<file path="src/rtl/cnt_bcd_multi_pkg.sv">
// Shared BCD constants and a nibble validity helper for the multi-digit
// BCD counter and its per-digit building block.
package cnt_bcd_multi_pkg;

    localparam int          DIGIT_W = 4;
    localparam logic [3:0]  BCD_MAX = 4'd9;
    localparam logic [3:0]  BCD_MIN = 4'd0;

    // True when a nibble is a legal BCD digit (0..9).
    function automatic logic bcd_valid(input logic [DIGIT_W-1:0] nib);
        return (nib <= BCD_MAX);
    endfunction

endpackage

</file>
<file path="src/rtl/cnt_bcd_multi_digit.sv">
// bcd_digit: one decade of the cascaded BCD counter.
// Ports:
//   clk, rst    clock, asynchronous active-high reset (loads INIT)
//   cnt_en      count this digit on the next edge (carry/borrow already applied)
//   up          1 = increment, 0 = decrement
//   load        parallel load of load_val (invalid nibbles load as 0)
//   clr         synchronous clear, highest priority
//   load_val    value to load
//   value       current digit value, always 0..9
//   is_9, is_0  status used by the top to build the carry/borrow chain
module bcd_digit
    import cnt_bcd_multi_pkg::*;
#(
    parameter logic [DIGIT_W-1:0] INIT = BCD_MIN
) (
    input  logic               clk,
    input  logic               rst,
    input  logic               cnt_en,
    input  logic               up,
    input  logic               load,
    input  logic               clr,
    input  logic [DIGIT_W-1:0] load_val,
    output logic [DIGIT_W-1:0] value,
    output logic               is_9,
    output logic               is_0
);

    logic [DIGIT_W-1:0] value_reg;
    logic [DIGIT_W-1:0] value_next;

    assign value = value_reg;
    assign is_9  = (value_reg == BCD_MAX);
    assign is_0  = (value_reg == BCD_MIN);

    always_comb begin
        value_next = value_reg;
        if (clr) begin
            value_next = BCD_MIN;
        end else if (load) begin
            // Out-of-range nibbles are squashed to 0 so the digit never leaves 0..9.
            value_next = bcd_valid(load_val) ? load_val : BCD_MIN;
        end else if (cnt_en) begin
            if (up) begin
                value_next = is_9 ? BCD_MIN : value_reg + 4'd1;
            end else begin
                value_next = is_0 ? BCD_MAX : value_reg - 4'd1;
            end
        end
    end

    always_ff @(posedge clk or posedge rst) begin
        if (rst) begin
            value_reg <= INIT;
        end else begin
            value_reg <= value_next;
        end
    end

endmodule

</file>
<file path="src/rtl/cnt_bcd_multi.sv">
// cnt_bcd_multi: DIGITS-decade up/down BCD counter with load, clear,
// cascade carry and sticky wrap / invalid-load flags.
// Ports:
//   CLK   rising-edge clock
//   RST   asynchronous active-high reset (DOUT=INIT, OVF=ERR=0)
//   EN    count/load enable
//   LOAD  active-low synchronous parallel load (needs EN)
//   CLR   synchronous clear of count and flags, independent of EN
//   UP    1 = count up, 0 = count down
//   DATA  packed BCD load value, digit 0 in [3:0]
//   DOUT  packed BCD count
//   COUT  combinational terminal count: high in the cycle before a full wrap
//   OVF   sticky full-wrap flag
//   ERR   sticky invalid-load flag
module cnt_bcd_multi
    import cnt_bcd_multi_pkg::*;
#(
    parameter int                       DIGITS = 4,
    parameter logic [4*DIGITS-1:0]      INIT   = '0
) (
    input  logic                    CLK,
    input  logic                    RST,
    input  logic                    EN,
    input  logic                    LOAD,
    input  logic                    CLR,
    input  logic                    UP,
    input  logic [4*DIGITS-1:0]     DATA,
    output logic [4*DIGITS-1:0]     DOUT,
    output logic                    COUT,
    output logic                    OVF,
    output logic                    ERR
);

    logic              load_ev;
    logic              count_ev;
    logic [DIGITS:0]   chain;        // chain[k]: all digits below k at terminal value
    logic [DIGITS-1:0] is_9;
    logic [DIGITS-1:0] is_0;
    logic [DIGITS-1:0] nibble_bad;
    logic              ovf_reg, ovf_next;
    logic              err_reg, err_next;

    assign load_ev  = EN & ~LOAD & ~CLR;
    assign count_ev = EN &  LOAD & ~CLR;
    assign chain[0] = 1'b1;

    genvar gi;
    generate
        for (gi = 0; gi < DIGITS; gi = gi + 1) begin : g_digit
            // Ripple carry (up) or borrow (down) to the next decade.
            assign chain[gi+1]    = chain[gi] & (UP ? is_9[gi] : is_0[gi]);
            assign nibble_bad[gi] = ~bcd_valid(DATA[DIGIT_W*gi +: DIGIT_W]);

            bcd_digit #(
                .INIT     (INIT[DIGIT_W*gi +: DIGIT_W])
            ) u_digit (
                .clk      (CLK),
                .rst      (RST),
                .cnt_en   (count_ev & chain[gi]),
                .up       (UP),
                .load     (load_ev),
                .clr      (CLR),
                .load_val (DATA[DIGIT_W*gi +: DIGIT_W]),
                .value    (DOUT[DIGIT_W*gi +: DIGIT_W]),
                .is_9     (is_9[gi]),
                .is_0     (is_0[gi])
            );
        end
    endgenerate

    // Every digit at its terminal value while counting means the next edge wraps.
    assign COUT = count_ev & chain[DIGITS];
    assign OVF  = ovf_reg;
    assign ERR  = err_reg;

    always_comb begin
        ovf_next = ovf_reg;
        err_next = err_reg;
        if (CLR) begin
            ovf_next = 1'b0;
            err_next = 1'b0;
        end else if (load_ev) begin
            if (|nibble_bad) begin
                err_next = 1'b1;
            end else begin
                ovf_next = 1'b0;
            end
        end else if (COUT) begin
            ovf_next = 1'b1;
        end
    end

    always_ff @(posedge CLK or posedge RST) begin
        if (RST) begin
            ovf_reg <= 1'b0;
            err_reg <= 1'b0;
        end else begin
            ovf_reg <= ovf_next;
            err_reg <= err_next;
        end
    end

endmodule

</file>
<file path="config.mk">
export PLATFORM = sky130hd
export DESIGN_NAME = cnt_bcd_multi
export DESIGN_NICKNAME = d
export VERILOG_FILES = /design/src/rtl/cnt_bcd_multi_pkg.sv /design/src/rtl/cnt_bcd_multi_digit.sv /design/src/rtl/cnt_bcd_multi.sv
export SDC_FILE = /design/constraint.sdc
export NUM_CORES = 1
export LEC_CHECK = 0
export CAP_MARGIN = 20
export CORE_MARGIN = 2
export CORE_UTILIZATION = 52
export CTS_BUF_LIST = sky130_fd_sc_hd__clkbuf_2
export DETAILED_ROUTE_END_ITERATION = 6
export PLACE_DENSITY_LB_ADDON = 0.12
export SYNTH_ARGS = -nofsm -noshare
export SYNTH_HDL_FRONTEND = slang
export SYNTH_HIERARCHICAL = 1
export SYNTH_SLANG_ARGS = --single-unit
</file>
<file path="constraint.sdc">
create_clock -name CLK -period 2.8 [get_ports CLK]
set_input_delay 0.56 -clock CLK [delete_from_list [all_inputs] [get_ports CLK]]
set_output_delay 0.56 -clock CLK [all_outputs]
set_load 0.005 [all_outputs]
</file>
==> results.yml, run 1 <==
sta:
  fmax_ghz: 0.371
  finalSetupTns_ps: 0
  drv_slew: 0
  post-route-period-util: 0.964
  setup_viol: 0
  worst_slew_pin_slew_ps: 395
  hold_violations: 0
  holdWs_ps: 496
  skew_ps: 5.19
  final.min_clock_period_ps: 2700
  max_slew_margin: 0.736
  layout_setup_ws_ps: 102
  rsz0062_at_grt: "false"
worst_hold_path:
  hp-class: "input port to asynchronous set/reset pin"
setup_path:
  criticalPathCategory: "flop to output pin"
  worstSetupEndpointType: "output pin"
  slowest_stage: "dfrtp_1"
  crit_path_max_incr_delay_ps: 500
  worstRegToRegCells: 7
  cp_cell_sequence: "nor4_2, and3b_2, o2111ai_2, inv_1, clkdlybuf4s50_1"
  crit_fanout: 6
  cp-startpoint: "g_digit[1].u_digit/value[3]$_DFFE_PP0P_"
  crit_required_ps: 2240
  r2r-start: "g_digit[1].u_digit/value[3]$_DFFE_PP0P_"
  crit_path_start_kind: "flop"
  arrival_ps: 2140
floorplan:
  dieArea_sq_um: 3990
  die_y_um: 63.2
  floorplan.rows: 21
  die_w_um: 63.2
  pin_count: 41
  core_area_sq_um: 3340
  start_util: 0.546
logic_synthesis:
  syn_nets: 254
  postSynth.asyncResetShare: 1.00
  ys_seq_area_frac: 0.247
  synth.distinct_cells: 38
  synth_cells: 232
  avgSynthCellArea_sq_um: 7.85
  ys_warn_count: 6
  syn-cell-area_sq_um: 1820
  synth-seq-cells: 18
  synthFlopType: "dfrtp_1"
  synth_edf_count: 0
final_layout:
  final-seq-area_sq_um: 453
  area_growth_pct: 26.5
  nets: 296
  nFillCells: 296
  antenna_cells: 0
  drive_gt1_frac: 0.147
  multi_input_area_sq_um: 1160
  final_util: 0.690
  largest_reg_flops: 16
placed_design:
  dpl.hpwl_um: 3440
  pre_cts_ws_ps: 133
  gp_congestion: 0.856
  portBuffers: 40
routing:
  via_per_inst: 5.75
  wl_met2_um: 2060
  wirelength_met1_um: 2090
  ant_nets: 0
  wl_met3_um: 222
  routed_wl_um: 4460
  routed.top_layer: "met4"
  drt_iter0_drc: 150
  wl_per_cell_um: 14.0
  drc: 0
  drt_first_pass_iters: 4
  vias: 1833
pwr:
  vdd_drop_max_mv: 0.150
  leakagePower_nw: 0.901
  power_density_nw_per_um2: 279
grt:
  antenna_found_initial: 0
  track_usage: 0.236
  grt_max_degree: 27
  grt_pass1_vias: 1673
  overflow: 0
  grt_pass1_wl_um: 7670
cts:
  cts_buffer_depth: 2
  clock_latency_ps: 330
  holdBufCountCts: 0
  numCtsBuffers: 3
  root_buffer: "clkbuf_2"
  clkTransAtPathRegs_ps: 190
  cts_tree: "built"
  cts-htree-levels: 1
  numClockSinks: 18
status:
  outcome: "complete, no violations"
job:
  cap_violations: 0
## cell usage in the layout (no fill, tap or decap), types with 7 or more instances in the layout
cell,synthesis,layout
mux2i_1,9,9
o21ai_0,20,20
xnor2_1,8,8
nand3_1,12,12
dfrtp_1,18,16
buf_4,4,16
clkdlybuf4s50_1,0,40
nor3_1,8,7
a31oi_1,8,8
nand2_1,17,17
inv_1,20,20
nor2_1,24,23
## path summary, 6_finish.rpt
check                      slack (ps)                                       to
hold reg to reg                   540                          ERR$_DFFE_PP0P_
setup reg to reg                  740  g_digit[3].u_digit/value[3]$_DFFE_PP0P_
hold / removal                    500                          OVF$_DFFE_PP0P_
min in group CLK                  540                          ERR$_DFFE_PP0P_
max in group asynchronous        2090  g_digit[1].u_digit/value[1]$_DFFE_PP0P_
setup / recovery                  100                                     COUT
## through the flow
| stage | std cells | power (mW) | instance area (sq um) |
|---|---|---|---|
| CTS | 319 | 0.641 | 2290 |
| global placement | 315 | 0.519 | 2270 |
| global route | 319 | 0.678 | 2300 |
| detailed placement | 315 | 0.523 | 2270 |
| floorplan | 232 | 0.432 | 1820 |
| finish | 319 | 0.643 | 2300 |
## per-layer routing
metal  GRT usage  vias up
met5           0        -
met4      0.0815        0
met3      0.0339        9
met2       0.386       46
met1       0.321      874
li1            -      904
## Yosys cell counts, types with 8 or more instances
library cell / count / area [sq um]
nor2_1: 24 / 90.1
inv_1: 20 / 75.1
o21ai_0: 20 / 100
dfrtp_1: 18 / 450
nand2_1: 17 / 63.8
nand3_1: 12 / 60.1
mux2i_1: 9 / 90.1
a31oi_1: 8 / 50.1
buf_6: 8 / 90.1
clkbuf_1: 8 / 30.0
nor3_1: 8 / 40.0
xnor2_1: 8 / 70.1
## worst max-delay path, delay by kind of cell, from the launching register on
family                 cells  cell delay, ps
flip-flops                 1             500
AO/OA/AOI/OAI              1             120
AND/OR/NAND/NOR            2             620
buffers and inverters      2             560
## final cells by class
type                    instances  area share
repair buffers                 57       0.235
well taps                      46      0.0250
clock inverters                 1     0.00163
flip-flops and latches         18       0.197
clock buffers                   3     0.00652
multi-input cells             174       0.503
inverters                      20      0.0326
## cell families after synthesis
logic type | after synthesis | synth area share
AO/OA/AOI/OAI | 60 | 0.216
XOR/XNOR | 16 | 0.0935
buffers and inverters | 40 | 0.124
flip-flops | 18 | 0.247
multiplexers | 11 | 0.0619
AND/OR/NAND/NOR | 87 | 0.257
## report_power, final
group	switching (mW)	internal (mW)
clock network	0.0905	0.0310
logic	0.103	0.123
registers	0.0246	0.272
## what timing repair did
action / 4_1_cts / 5_1_grt
setup buffers: 0 / 0
endpoints found under the setup margin: 0 / 1
hold endpoints to repair: 0 / 0
gates resized for setup: 0 / 4
Note: power is estimated with default switching activity, not from simulation.
==> inputs of run 2 (changes only) <==
--- a/config.mk
+++ b/config.mk
@@ -6,6 +6,7 @@
 export NUM_CORES = 1
 export LEC_CHECK = 0
 export CAP_MARGIN = 20
+export CORE_ASPECT_RATIO = 1.5
 export CORE_MARGIN = 2
 export CORE_UTILIZATION = 52
 export CTS_BUF_LIST = sky130_fd_sc_hd__clkbuf_2
==> run 2 against run 1 <==
Global-route usage down 0.68 points; setup slack worse by 12 ps; power down 0.35%; combinational power about the same; final area down 1.1%; non-clock buffer count down 2; via count down 4.5%; sequential cell count unchanged; worst hold slack better by 31 ps; largest power group unchanged.
==> results.yml, run 2 (synthesis results as in run 1) <==
status:
  outcome: "complete, no violations"
final_layout:
  antenna_cells: 0
  fin_cells: 313
  layout_common_cells: "40 x clkdlybuf4s50_1, 23 x nor2_1, 20 x inv_1, 20 x o21ai_0, 17 x nand2_1"
  drive_gt1_frac: 0.148
  final_common_cell: "clkdlybuf4s50_1"
  final_area_sq_um: 2280
  final_util: 0.673
  nFillCells: 306
  area_growth_pct: 25.2
  nets: 294
  largest_reg_flops: 16
pwr:
  leakagePower_nw: 0.883
  power_density_nw_per_um2: 281
  switchingPower_mw: 0.215
  clock_power_share: 0.187
  combPwrFrac: 0.350
  p_int_mw: 0.426
  swShare: 0.336
  power_frac_seq: 0.463
  vdd_drop_max_mv: 0.193
setup_path:
  criticalPathCategory: "input port to output pin"
  crit_required_ps: 2240
  arrival_ps: 2150
  crit_buf_inv: 3
  worstSetupEndpointType: "output pin"
  r2r-start: "g_digit[0].u_digit/value[3]$_DFFE_PP0P_"
  crit_fanout: 6
  rrSetupSlack_ps: 720
  reg2reg_to: "g_digit[2].u_digit/value[3]$_DFFE_PP0P_"
  cp_cell_sequence: "clkdlybuf4s50_1, mux2_1, o2111ai_2, inv_1, clkdlybuf4s50_1"
  crit_path_start_kind: "input port"
  worstRegToRegCells: 7
  slowest_stage: "clkdlybuf4s50_1"
  crit_path_max_incr_delay_ps: 600
  crit_family: "buffers and inverters"
  crit_top_cell: "clkdlybuf4s50_1"
worst_hold_path:
  hp-class: "input port to asynchronous set/reset pin"
sta:
  hold_violations: 0
  final.min_clock_period_ps: 2710
  finalSetupTns_ps: 0
  max_slew_margin: 0.689
  holdWs_ps: 527
  rsz0062_at_grt: "false"
  skew_ps: 1.88
  setup_viol: 0
  worst_slew_pin_slew_ps: 466
  fmax_ghz: 0.369
  drv_slew: 0
  post-route-period-util: 0.968
cts:
  cts_setup_buffers: 0
  cts-resized-gates: 0
  cts_buffer_depth: 2
  numCtsBuffers: 3
  cts-htree-levels: 1
  numClockSinks: 18
  clock_latency_ps: 320
  clkTransAtPathRegs_ps: 180
  root_buffer: "clkbuf_2"
  cts_tree: "built"
  holdBufCountCts: 0
placed_design:
  dpl.hpwl_um: 3300
  portBuffers: 40
  place_area_sq_um: 2240
  dp_cells: 309
  gp_congestion: 0.858
floorplan:
  pin_count: 41
  dieArea_sq_um: 4000
  die_w_um: 52.3
  core_area_sq_um: 3380
  start_util: 0.538
  floorplan.rows: 26
  die_y_um: 76.5
grt:
  overflow: 0
  grt_max_degree: 20
  grt_pass1_vias: 1556
  antenna_found_initial: 0
  grt_pass1_wl_um: 7130
  use_met3: 0.0118
  met2_usage: 0.386
  grt-busiest-layer: "met2"
  track_usage: 0.229
  grtUsageMet1: 0.296
routing:
  wl_per_cell_um: 13.6
  drt_first_pass_iters: 5
  vias: 1750
  routed_wl_um: 4270
  drc: 0
  ant_nets: 0
  drt_iter0_drc: 48
  via_per_inst: 5.59
job:
  cap_violations: 0
[run 2: worst reg2reg max path, delay by kind of cell (launching register included)]
family          cells  cell delay (ps)
compound gates      1              170
buf+inv             1               60
flops               1              490
mux                 1              220
simple gates        4             1060
[run 2: how the worst max path moves through the flow]
stage / cells after the start / end / startpoint / slack (ps)
4_1_cts: 5 / COUT / g_digit[1].u_digit/value[3]$_DFFE_PP0P_ / 5
5_1_grt: 6 / COUT / g_digit[1].u_digit/value[0]$_DFFE_PP0P_ / 10
3_3_place_gp: 5 / COUT / UP / 120
3_5_place_dp: 5 / COUT / UP / 90
6_report: 5 / COUT / UP / 90
2_1_floorplan: 9 / g_digit[3].u_digit/value[3]$_DFFE_PP0P_ / g_digit[1].u_digit/value[2]$_DFFE_PP0P_ / 680
[run 2: layout make-up]
type                            instances  area [sq um]  share of cell area
Clock inverter                          1          3.75             0.00165
Tap cell                               42          52.6              0.0231
Clock buffer                            3          15.0             0.00659
Inverter                               20          75.1              0.0329
Sequential cell                        18           457               0.200
Timing Repair Buffer                   55           513               0.225
Multi-Input combinational cell        174          1160               0.510
[run 2: metrics by stage]
| stage | setup slack (ps) | power (mW) |
|---|---|---|
| 2_1_floorplan | 677 | 0.432 |
| 3_3_place_gp | 122 | 0.516 |
| 3_5_place_dp | 94.0 | 0.520 |
| 4_1_cts | 5.15 | 0.639 |
| 5_1_grt | 14.4 | 0.680 |
| 6_report | 89.8 | 0.641 |
[run 2: layer usage]
metal | wire length, um | part of all wire | vias to the layer above
met4 | 100 | 0.023 | 0
met3 | 82 | 0.019 | 7
li1 | - | - | 899
met5 | 0 | 0 | -
met2 | 2210 | 0.52 | 35
met1 | 1880 | 0.44 | 809
[run 2: power by group through the flow]
| stage | Sequential, mW | Clock (mW) | Combinational [mW] |
|---|---|---|---|
| final | 0.297 | 0.120 | 0.224 |
| after global placement | 0.298 | 0 | 0.218 |
| after global routing | 0.300 | 0.134 | 0.246 |
| after CTS | 0.294 | 0.122 | 0.223 |
| after floorplan | 0.286 | 0 | 0.146 |
| after detailed placement | 0.299 | 0 | 0.221 |
==> inputs of run 3 (changes only) <==
--- a/config.mk
+++ b/config.mk
@@ -5,12 +5,14 @@
 export SDC_FILE = /design/constraint.sdc
 export NUM_CORES = 1
 export LEC_CHECK = 0
+export ABC_AREA = 1
 export CAP_MARGIN = 20
 export CORE_ASPECT_RATIO = 1.5
 export CORE_MARGIN = 2
 export CORE_UTILIZATION = 52
 export CTS_BUF_LIST = sky130_fd_sc_hd__clkbuf_2
 export DETAILED_ROUTE_END_ITERATION = 6
+export GPL_ROUTABILITY_DRIVEN = 0
 export PLACE_DENSITY_LB_ADDON = 0.12
 export SYNTH_ARGS = -nofsm -noshare
 export SYNTH_HDL_FRONTEND = slang
==> run 3 against run 2 <==
First-iteration DRC count is 8.3% lower; sequential cell count did not move; largest power group is now combinational cells; wire length grew 2.5%; final cell count rose by 26%; setup slack improved by 94 ps; utilization increased by 4.0 points; maximum frequency rose by 3.6%; critical path type is now flop to output pin; worst hold slack worse by 2.1 ps.
==> results.yml, run 3 <==
routing:
  wl_per_cell_um: 11.1
  ant_nets: 0
  via_per_inst: 5.17
  vias: 2038
  drt_first_pass_iters: 4
  drt_iter0_drc: 44
  routed_wl_um: 4380
  drc: 0
status:
  outcome: "complete, no violations"
final_layout:
  final-seq-area_sq_um: 453
  final_common_cell: "nand2_1"
  layout_common_cells: "110 x nand2_1, 39 x clkdlybuf4s50_1, 33 x inv_1, 33 x nor2_1"
  largest_reg_flops: 16
  drive_gt1_frac: 0.150
  antenna_cells: 0
  final_area_sq_um: 2280
  multi_input_area_sq_um: 1110
  area_growth_pct: 28.8
  nFillCells: 313
  final_util: 0.714
  nets: 377
worst_hold_path:
  hp-class: "flop to flop"
  holdCritStartpoint: "ERR$_DFFE_PP0P_"
floorplan:
  core_area_sq_um: 3190
  floorplan.rows: 25
  start_util: 0.554
  dieArea_sq_um: 3890
  die_w_um: 51.6
  die_y_um: 75.4
  pin_count: 41
setup_path:
  crit_required_ps: 2240
  arrival_ps: 2060
  crit_top_cell: "inv_1"
  cp_cell_sequence: "nor2_1, nand3_2, inv_1, nand2_1, nand2_4, nand4_4, inv_1, clkdlybuf4s50_1"
  crit_path_start_kind: "flop"
  r2r-start: "g_digit[2].u_digit/value[1]$_DFFE_PP0P_"
  rrSetupSlack_ps: 910
  worstSetupEndpointType: "output pin"
  crit_path_max_incr_delay_ps: 490
  crit_fanout: 8
  criticalPathCategory: "flop to output pin"
  slowest_stage: "dfrtp_1"
  cp-startpoint: "g_digit[2].u_digit/value[1]$_DFFE_PP0P_"
sta:
  skew_ps: 7.08
  layout_setup_ws_ps: 184
  setup_viol: 0
  rsz0062_at_grt: "false"
  final.min_clock_period_ps: 2620
  max_slew_margin: 0.783
  post-route-period-util: 0.934
  fmax_ghz: 0.382
  worst_slew_pin_slew_ps: 325
  finalSetupTns_ps: 0
  drv_slew: 0
  hold_violations: 0
cts:
  clock_latency_ps: 310
  root_buffer: "clkbuf_2"
  clkTransAtPathRegs_ps: 180
  cts_buffer_depth: 2
  numClockSinks: 18
  cts-resized-gates: 0
  numCtsBuffers: 3
  cts_tree: "built"
  cts_setup_buffers: 0
  holdBufCountCts: 0
  cts-htree-levels: 1
logic_synthesis:
  synth_area_leaders: "dfrtp_1 25%, nand2_1 23%, nor2_1 7.4%"
  yosysTopAreaCell: "dfrtp_1"
  avgSynthCellArea_sq_um: 5.78
  syn_nets: 328
  synth_edf_count: 0
  synth_common_cells: "110 x nand2_1, 35 x nor2_1, 33 x inv_1"
  yosys.cell_count.top_type: "nand2_1"
  ys_seq_area_frac: 0.255
  synth-seq-cells: 18
  postSynth.asyncResetShare: 1.00
  syn-cell-area_sq_um: 1770
  synth_top_area_share: 0.255
  synthFlopType: "dfrtp_1"
  synth.distinct_cells: 20
  synth_cells: 306
  ys_warn_count: 6
pwr:
  fin_total_pwr_mw: 0.899
  vdd_drop_max_mv: 0.288
  power_density_nw_per_um2: 395
  swShare: 0.425
  p_int_mw: 0.517
  combPwrFrac: 0.478
  power_frac_seq: 0.394
  clock_power_share: 0.128
  leakagePower_nw: 1.26
  switchingPower_mw: 0.383
placed_design:
  place_area_sq_um: 2250
  pre_cts_ws_ps: 83.3
  portBuffers: 40
  dpl.hpwl_um: 3540
grt:
  grt_pass1_vias: 1844
  grt_max_degree: 14
  antenna_found_initial: 0
  grt_pass1_wl_um: 7390
  track_usage: 0.241
  overflow: 0
job:
  cap_violations: 0
==> run 3: worst paths after layout <==
path,cells after the start,endpoint
max reg2reg,14,g_digit[3].u_digit/value[1]$_DFFE_PP0P_
max,8,COUT
min reg2reg,2,ERR$_DFFE_PP0P_
min,2,ERR$_DFFE_PP0P_
min in group asynchronous,2,OVF$_DFFE_PP0P_
max in group asynchronous,2,g_digit[0].u_digit/value[0]$_DFFE_PP0P_
==> run 3: layout make-up <==
cell class                      instances  share of cell area
Multi-Input combinational cell        233               0.489
Sequential cell                        18               0.199
Timing Repair Buffer                   44               0.190
Inverter                               55              0.0918
Tap cell                               40              0.0220
Clock buffer                            3             0.00659
Clock inverter                          1             0.00165
==> run 3: cells by family (layout without fill, tap and decap cells) <==
group	count (synthesis)	after routing	synth area share
flops	18	18	0.255
buf+inv	55	103	0.118
simple gates	187	187	0.492
compound gates	46	46	0.135
==> run 3: power groups by stage <==
stage / clock network (mW) / logic, mW / registers (mW)
2_1_floorplan: 0 / 0.262 / 0.348
3_3_place_gp: 0 / 0.418 / 0.355
3_5_place_dp: 0 / 0.426 / 0.356
4_1_cts: 0.121 / 0.428 / 0.351
5_1_grt: 0.127 / 0.486 / 0.361
6_report: 0.115 / 0.430 / 0.354
==> run 3: stage by stage <==
step / hold WS, ps / instances
after floorplan: 301 / 306
after global placement: 483 / 390
after detailed placement: 469 / 390
after CTS: 522 / 394
after global routing: 537 / 394
final: 525 / 394
==> run 3: worst max-delay path, delay by kind of cell (launching register included) <==
family,cells,cell delay (ps)
buffers and inverters,3,630
AND/OR/NAND/NOR,5,600
flip-flops,1,490
==> run 3: metal layers <==
metal,global-route usage,wire length [um],up-vias
li1,-,-,1055
met2,0.449,2280,43
met5,0,0,-
met3,0.0176,126,9
met1,0.288,1890,931
met4,0.0848,85,0
